<file path="src/rtl/tile_rst_irq_sequencer.sv">
// rtl/tile_rst_irq_sequencer.sv - per-tile core reset sequencer and interrupt synchronizer
//
// Holds the core in reset while tile SRAMs initialise (cold count), optionally
// waits for an L1.5 wake-up return, then releases core reset through a
// RST_STAGES-deep chain. Software warm resets rerun the sequence with the
// shorter SOFT_CNT count and skip the wake wait.
//
// Optional feature macro: TILE_WAKE_TIMEOUT_EN (bounds the wake wait and
// drives a sticky wake_timeout_o; undefined -> wait forever, flag tied 0).
//
// Ports:
//   clk_i           clock
//   reset_l         asynchronous active-low tile reset
//   irq_async_i     asynchronous level interrupts [NUM_IRQ]
//   wake_val_i      one-cycle L1.5 interrupt-type return valid
//   soft_rst_req_i  warm-reset request level, honoured only in RUN
//   spc_grst_l      core reset, active-low
//   irq_sync_o      synchronized interrupts, forced 0 while core in reset
//   soft_rst_ack_o  one-cycle pulse when a warm reset releases the core
//   state_o         HOLD=00 COUNT=01 WAIT_WAKE=10 RUN=11
//   wake_timeout_o  sticky wake-timeout flag
module tile_rst_irq_sequencer #(
  parameter int WAKE_CNT_W  = 16,
  parameter int SOFT_CNT    = 64,
  parameter int NUM_IRQ     = 5,
  parameter int SYNC_STAGES = 2,
  parameter int RST_STAGES  = 2,
  parameter int WAKE_ON_IRQ = 0
) (
  input  logic               clk_i,
  input  logic               reset_l,
  input  logic [NUM_IRQ-1:0] irq_async_i,
  input  logic               wake_val_i,
  input  logic               soft_rst_req_i,
  output logic               spc_grst_l,
  output logic [NUM_IRQ-1:0] irq_sync_o,
  output logic               soft_rst_ack_o,
  output logic [1:0]         state_o,
  output logic               wake_timeout_o
);

  localparam int COLD_LIMIT = 1 << (WAKE_CNT_W - 1);
  localparam logic [WAKE_CNT_W-1:0] COLD_LAST = WAKE_CNT_W'(COLD_LIMIT - 1);
  localparam logic [WAKE_CNT_W-1:0] SOFT_LAST = WAKE_CNT_W'(SOFT_CNT - 1);
`ifdef TILE_WAKE_TIMEOUT_EN
  // Leaving on this value means the counter would reach all-ones on the edge.
  localparam logic [WAKE_CNT_W-1:0] WAIT_LAST = WAKE_CNT_W'((1 << WAKE_CNT_W) - 2);
`endif

  typedef enum logic [1:0] {
    ST_HOLD      = 2'b00,
    ST_COUNT     = 2'b01,
    ST_WAIT_WAKE = 2'b10,
    ST_RUN       = 2'b11
  } state_e;

  state_e                                state_q, state_d;
  logic [WAKE_CNT_W-1:0]                 cnt_q, cnt_d;
  logic [WAKE_CNT_W-1:0]                 cnt_last;
  logic                                  warm_q, warm_d;
  logic [RST_STAGES-1:0]                 chain_q, chain_d;
  logic                                  ack_q, ack_d;
  logic [SYNC_STAGES-1:0][NUM_IRQ-1:0]   sync_q, sync_d;
`ifdef TILE_WAKE_TIMEOUT_EN
  logic                                  timeout_q, timeout_d;
`endif

  always_comb begin
    state_d  = state_q;
    cnt_d    = cnt_q;
    warm_d   = warm_q;
    chain_d  = chain_q;
    ack_d    = 1'b0;
    cnt_last = warm_q ? SOFT_LAST : COLD_LAST;
    // Synchronizers run in every state; gating happens at the output.
    sync_d   = {sync_q[SYNC_STAGES-2:0], irq_async_i};
`ifdef TILE_WAKE_TIMEOUT_EN
    timeout_d = timeout_q;
`endif
    case (state_q)
      ST_HOLD: begin
        cnt_d   = '0;
        state_d = ST_COUNT;
      end
      ST_COUNT: begin
        if (cnt_q == cnt_last) begin
          cnt_d = '0;
          // A warm reset finds the core already woken, so no wake wait.
          state_d = ((WAKE_ON_IRQ != 0) && !warm_q) ? ST_WAIT_WAKE : ST_RUN;
        end else begin
          cnt_d = cnt_q + 1'b1;
        end
      end
      ST_WAIT_WAKE: begin
`ifdef TILE_WAKE_TIMEOUT_EN
        cnt_d = cnt_q + 1'b1;
        if (wake_val_i) begin
          cnt_d   = '0;
          state_d = ST_RUN;
        end else if (cnt_q == WAIT_LAST) begin
          cnt_d     = '0;
          state_d   = ST_RUN;
          timeout_d = 1'b1;
        end
`else
        if (wake_val_i) begin
          state_d = ST_RUN;
        end
`endif
      end
      default: begin
        // A warm request is honoured once the core is out of reset, so a
        // held request still lets the core run for one cycle per loop.
        if (soft_rst_req_i && spc_grst_l) begin
          warm_d  = 1'b1;
          chain_d = '0;
          state_d = ST_HOLD;
        end else begin
          chain_d = {chain_q[RST_STAGES-2:0], 1'b1};
          if (chain_q[RST_STAGES-2] && !chain_q[RST_STAGES-1] && warm_q) begin
            ack_d  = 1'b1;
            warm_d = 1'b0;
          end
        end
      end
    endcase
  end

  always_ff @(posedge clk_i or negedge reset_l) begin
    if (!reset_l) begin
      state_q   <= ST_HOLD;
      cnt_q     <= '0;
      warm_q    <= 1'b0;
      chain_q   <= '0;
      ack_q     <= 1'b0;
      sync_q    <= '0;
`ifdef TILE_WAKE_TIMEOUT_EN
      timeout_q <= 1'b0;
`endif
    end else begin
      state_q   <= state_d;
      cnt_q     <= cnt_d;
      warm_q    <= warm_d;
      chain_q   <= chain_d;
      ack_q     <= ack_d;
      sync_q    <= sync_d;
`ifdef TILE_WAKE_TIMEOUT_EN
      timeout_q <= timeout_d;
`endif
    end
  end

  assign spc_grst_l     = chain_q[RST_STAGES-1];
  assign irq_sync_o     = sync_q[SYNC_STAGES-1] & {NUM_IRQ{spc_grst_l}};
  assign soft_rst_ack_o = ack_q;
  assign state_o        = state_q;
`ifdef TILE_WAKE_TIMEOUT_EN
  assign wake_timeout_o = timeout_q;
`else
  assign wake_timeout_o = 1'b0;
`endif

endmodule

</file>
<file path="config.mk">
export PLATFORM = sky130hd
export DESIGN_NAME = tile_rst_irq_sequencer
export DESIGN_NICKNAME = d
export VERILOG_FILES = /design/src/rtl/tile_rst_irq_sequencer.sv
export SDC_FILE = /design/constraint.sdc
export NUM_CORES = 1
export LEC_CHECK = 0
export CORE_UTILIZATION = 50
export CTS_CLUSTER_SIZE = 14
export DETAILED_ROUTE_END_ITERATION = 16
export GPL_TIMING_DRIVEN = 1
export PLACE_DENSITY = 0.75
export REMOVE_ABC_BUFFERS = 1
export SYNTH_ARGS = -nofsm -noshare
export SYNTH_HDL_FRONTEND = slang
export SYNTH_SLANG_ARGS = --single-unit
</file>
<file path="constraint.sdc">
create_clock -name clk_i -period 2.9 [get_ports clk_i]
set_clock_uncertainty 0.2 [all_clocks]
set_input_delay 0.58 -clock clk_i [delete_from_list [all_inputs] [get_ports clk_i]]
set_output_delay 0.58 -clock clk_i [all_outputs]
set_load 0.03 [all_outputs]
</file>
Yosys cells after proc, flatten, opt, wreduce, memory -nomap -nowiden
Index checks and enable logic that the tools add are counted.

storage, ports and cells
  flip-flop bits (word level) = 32
  bits in latches = 0
  RAM bits = 0
  bits in read-only memories = 0
  output and inout port bits = 10
  word-level logic and storage cells = 39
  memories kept = 0

cells by class
  $add $sub $neg = 1
  multipliers = 0
  div/mod/pow operators = 0
  $lt $le $gt $ge = 0
  eq/ne operators = 5
  shift operators = 0
  multiplexer cells = 13
  bitwise gates (word level) = 2
  reductions and logical operators = 11

operators by type and width
  operator                                                         number
  16-bit case mux with 2 select lines                              1
  16-bit by 1-bit adder with 16-bit output, second input constant  1
  16-bit by 15-bit == test with 1-bit output                       1
  16-bit 2-to-1 mux                                                1
  15-bit 2-to-1 mux                                                1
  2-bit 2-to-1 mux                                                 4
  2-bit case mux with 3 select lines                               1
  5-bit bitwise AND                                                1
  1-bit 2-to-1 mux                                                 5
  2-bit inequality test, second input constant                     2
  2-bit nonzero test                                               2
  4-bit nonzero test                                               1
  1-bit logical AND                                                3
  3-bit AND reduction                                              1
  3-bit OR reduction                                               1
  2-bit by 1-bit == test with 1-bit output, second input constant  1
  2-bit == test, second input constant                             1
  2-bit logical NOT                                                1
  2-bit AND reduction                                              1
  1-bit logical NOT                                                1
  1-bit NOT                                                        1

Depth between registers and ports, before layout
  depth in word-level cells = 6
  mapped depth = 7

Least setup slack after synthesis
OpenSTA, ideal clock, no wires.

  path type = register -> register
  from = register cnt_q[10]
  to = register state_q[1], in the netlist state_o[1]
  library setup time = 0.128 ns
  arrival = 1.996 ns
  data required time = 2.572 ns
  setup slack = 0.576 ns
  stages on the path, launching flop included = 6
  path buffers = 0
  cell sequence = dfrtp_1 > or4_1 > mux2_2 > o31a_1 > nor2_2 > mux2_1

between the ends
  longest elaborated chain between the ends = 3

RTL lines
  element                                     RTL line  RTL
  from (decl)                                 58        logic [WAKE_CNT_W-1:0] cnt_q, cnt_d;
  from (signal assigned)                      142       cnt_q <= cnt_d;
  16-bit by 15-bit == test with 1-bit output  86        if (cnt_q == cnt_last) begin
  2-bit inequality test (no line)             n/a
  3-bit AND reduction (no line)               n/a
  to (signal assigned)                        141       state_q <= state_d;
  to (decl)                                   57        state_e state_q, state_d;

Every way passes these cells.
A chain may end at the register's enable or synchronous reset.

Final worst setup path
  from = register warm_q
  to = register state_q[1], in the netlist state_o[1]

between the ends
  longest elaborated chain between the ends = 4

RTL lines
  element                                     RTL line  RTL
  from (decl)                                 60        logic warm_q, warm_d;
  from (signal assigned)                      143       warm_q <= warm_d;
  15-bit 2-to-1 mux                           74        cnt_last = warm_q ? SOFT_LAST : COLD_LAST;
  16-bit by 15-bit == test with 1-bit output  86
  2-bit inequality test (no line)             n/a
  3-bit AND reduction (no line)               n/a

Every way passes these cells.

==> metrics.md <==
| Metric | Value |
|---|---|
| Worst skew pair latency | 340 ps |
| Top cell type's share of synthesized area | 0.523 |
| Initial Utilization | 0.541 |
| Required @ worst endpoint | 2930 ps |
| Detailed Place HPWL | 2.13 mm |
| Ratio of cells with drive above 1 in the final layout | 0.0805 |
| CTS tree | built |
| Clock Path Buffers | 2 |
| Post-synth top flop | dfrtp_1 |
| Drt first pass iters | 4 |
| Final setup viols | 0 |
| Post-Route WL | 3.07 mm |
| Fill cell count | 224 |
| Max Slew Vio Count | 0 |
| H-tree depth | 2 |
| Largest family of logic cells by synthesized area | simple AND/OR/NAND/NOR gates |
| GRT Total Usage | 0.214 |
| Slowest CP cell | dfrtp_1 |
| Die height | 57.3 um |
| Seq cells post-synth | 32 |
| Post-CTS sizing | 0 |
| Critical Path Max Stage Delay | 500 ps |
| Initial antenna violation count | 0 |
| Critical path arrival | 2640 ps |
| Area Overhead vs Synth | 18.1% |
| Switch Pwr | 0.169 mW |
| # hold bufs at CTS | 0 |
| Category of the most critical setup path | flip-flop to flip-flop |
| Setup TNS | 0 ps |
| Adder-cell share of the synthesized area | 0.0408 |
| Post-synthesis cell area | 1530 um^2 |
| LEAKAGE | 0.822 nW |
| Worst setup margin | 289 ps |
| Cell Pwr Density | 454 nW/um^2 |
| Unique masters post-synth | 41 |
| First-pass GRT wire length | 5.31 mm |
| Clk slew on worst S/H paths | 100 ps |
| Hold Crit Class | flip-flop to flip-flop |
| Comb power frac | 0.048 |
| Synth async-reset ratio | 1.00 |
| P_int | 0.652 mW |
| Critical path fanouts, max | 13 |
| Hold Fails Final Rpt | 0 |
| Worst Hold Slack | 154 ps |
| Sequential-to-total area share from yosys stat | 0.523 |
| Sequential share of power | 0.554 |
| Max-cap violations | 0 |
| Post-CTS setup buffer count | 0 |
| Avg WL per Cell | 15.0 um |
| Fin crit share | 0.900 |
| Crit path time final | 2610 ps |
| Root Driver | clkbuf_4 |
| Layout Nets | 187 |
| Core Footprint | 2830 um^2 |
| Compound-Gate Fraction of Synth Area | 0.157 |
| Net Sw Frac | 0.206 |
| Max VDD drop | 348 uV |
| Synth Instances | 151 |
| DIE WIDTH | 57.3 um |
| DRT iter0 DRCs | 56 |
| Multiplexer share of the synthesized area | 0.0278 |
| Worst slew pin tran | 970 ps |
| Worst path cell trace | or3b_1 > a2111o_1 > o31a_1 > nor2_2 > mux2_1 |
| TritonCTS buffer count | 5 |
| Post-synth EDFFs | 0 |
| Antenna-violating nets left | 0 |
| Grt ovf | 0 |
| Synth area leaders | dfrtp_1, nand2_1, ha_1, a21oi_1, and2_1 |
| Avg Inst Size Synth | 10.1 um^2 |
| Via density | 6.00 |
| Vias | 1230 |
| Vias in the first global route | 1161 |
| F_max | 383 MHz |
| Unrepaired setup endpoints after global routing | no |
| CP Launch Type | flip-flop |
| Synth area leader | dfrtp_1 |
| Post-layout power | 0.821 mW |
| Pre-CTS WS | 327 ps |
| GP Congestion | 0.880 |
| Ant. Diodes | 0 |
| CTS sink cnt | 32 |
| Port bufs | 17 |
| Syn. warnings | 0 |
| CP endpoint kind | flip-flop |
| Largest net degree at the start of global routing | 33 |
| Die area | 3290 um^2 |
| Simple logic cell fraction of the synthesized area | 0.209 |
| Relative slew margins | 0.351 |
| DRC Markers | 0 |
| Post-synthesis xor/xnor area fraction | 0.00572 |
| Top Ports | 19 |
| Run status | complete, no violations |
| Cell Rows | 19 |
| Clock power frac | 0.398 |
## critical path, delay by kind of cell, from the launching register on
kind             cells  cell delay, ps
flip-flops           1             500
multiplexers         1             330
AND/OR/NAND/NOR      2             590
AO/OA/AOI/OAI        2             890
## registers in the layout, summed over array words and instances, names as in the netlist
name and count:
chain_q 2, cnt_q 16, soft_rst_ack_o 1, state_o 2
sync_d 5, sync_q 5, warm_q 1
## layer usage
layer,part of all wire,GRT usage
met2,0.49,0.317
met1,0.45,0.292
met5,0,0
met3,0.057,0.0748
met4,0.012,0.0732
## synth_stat cells, types with 2 or more instances
master    number
o21ai_1        3
nand3_1        5
and2_1         6
inv_1          6
ha_1           5
a21oi_1       10
nor2_1        10
a21o_1         2
o21ai_0        2
nor2b_1        2
clkbuf_1       3
dfrtp_1       32
nor3_1         4
mux2i_1        2
a31oi_1        3
or4_1          3
nand2_1       17
a22o_1         4
or3_1          2
and3_1         4
nand4_1        4
o22ai_1        3
## power by group through the flow
stage / logic, mW / registers [mW] / clock network [mW]
2_1_floorplan: 0.0128 / 0.463 / 0
3_3_place_gp: 0.0403 / 0.463 / 0
3_5_place_dp: 0.0409 / 0.463 / 0
4_1_cts: 0.0410 / 0.455 / 0.336
5_1_grt: 0.0435 / 0.455 / 0.358
6_report: 0.0397 / 0.454 / 0.326
## cells in the final DEF (no fill, tap or decap), drive strengths merged, types with 2 or more instances in the layout
cell and n:
o21ai 5, mux2 2, nor3 4, and2 6, or4 3, a21oi 10, mux2i 2, clkbuf 6
and3 4, nor2b 2, a31oi 3, nand3 5, or3 2, nand4 4, a21o 2, a22o 4
ha 5, dfrtp 32, inv 6, clkdlybuf4s50 17, nand2 17, o22ai 3, o31ai 2, nor2 11
buf 3
## logic make-up after synthesis
logic type / count (synthesis)
and+or+nand+nor: 62
adders and majority gates: 5
other: 1
xor gates and xnor gates: 1
AOI/OAI and AO/OA: 35
buffers and inverters: 11
DFF: 32
muxes: 4
## through the flow
step / cells / area, um^2 / util
global route: 205 / 1810 / 0.640
finish: 205 / 1810 / 0.640
floorplan: 146 / 1500 / -
global placement: 197 / 1730 / 0.613
CTS: 205 / 1810 / 0.640
detailed placement: 197 / 1730 / 0.613
## area by class of cell
cell class | count | area, um^2 | area share
sequential | 32 | 801 | 0.443
timing repair buffer | 20 | 193 | 0.107
clock buffer | 6 | 41.3 | 0.0228
tap | 31 | 38.8 | 0.0214
multi-input combinational | 108 | 678 | 0.375
clock inverter | 2 | 35.0 | 0.0194
inverter | 6 | 22.5 | 0.0124
## final timing paths
check / startpoint / endpoint / slack [ps] / cells past startpoint
min in group asynchronous: reset_l / soft_rst_ack_o / 420 / 2
setup reg to reg: warm_q / state_o[1] / 290 / 5
hold reg to reg: sync_d[6] / sync_q[6] / 150 / 0
max in group asynchronous: reset_l / cnt_q[11] / 1790 / 2
hold / removal: sync_d[6] / sync_q[6] / 150 / 0
setup / recovery: warm_q / state_o[1] / 290 / 5
Power figures use the tool's default switching activity.
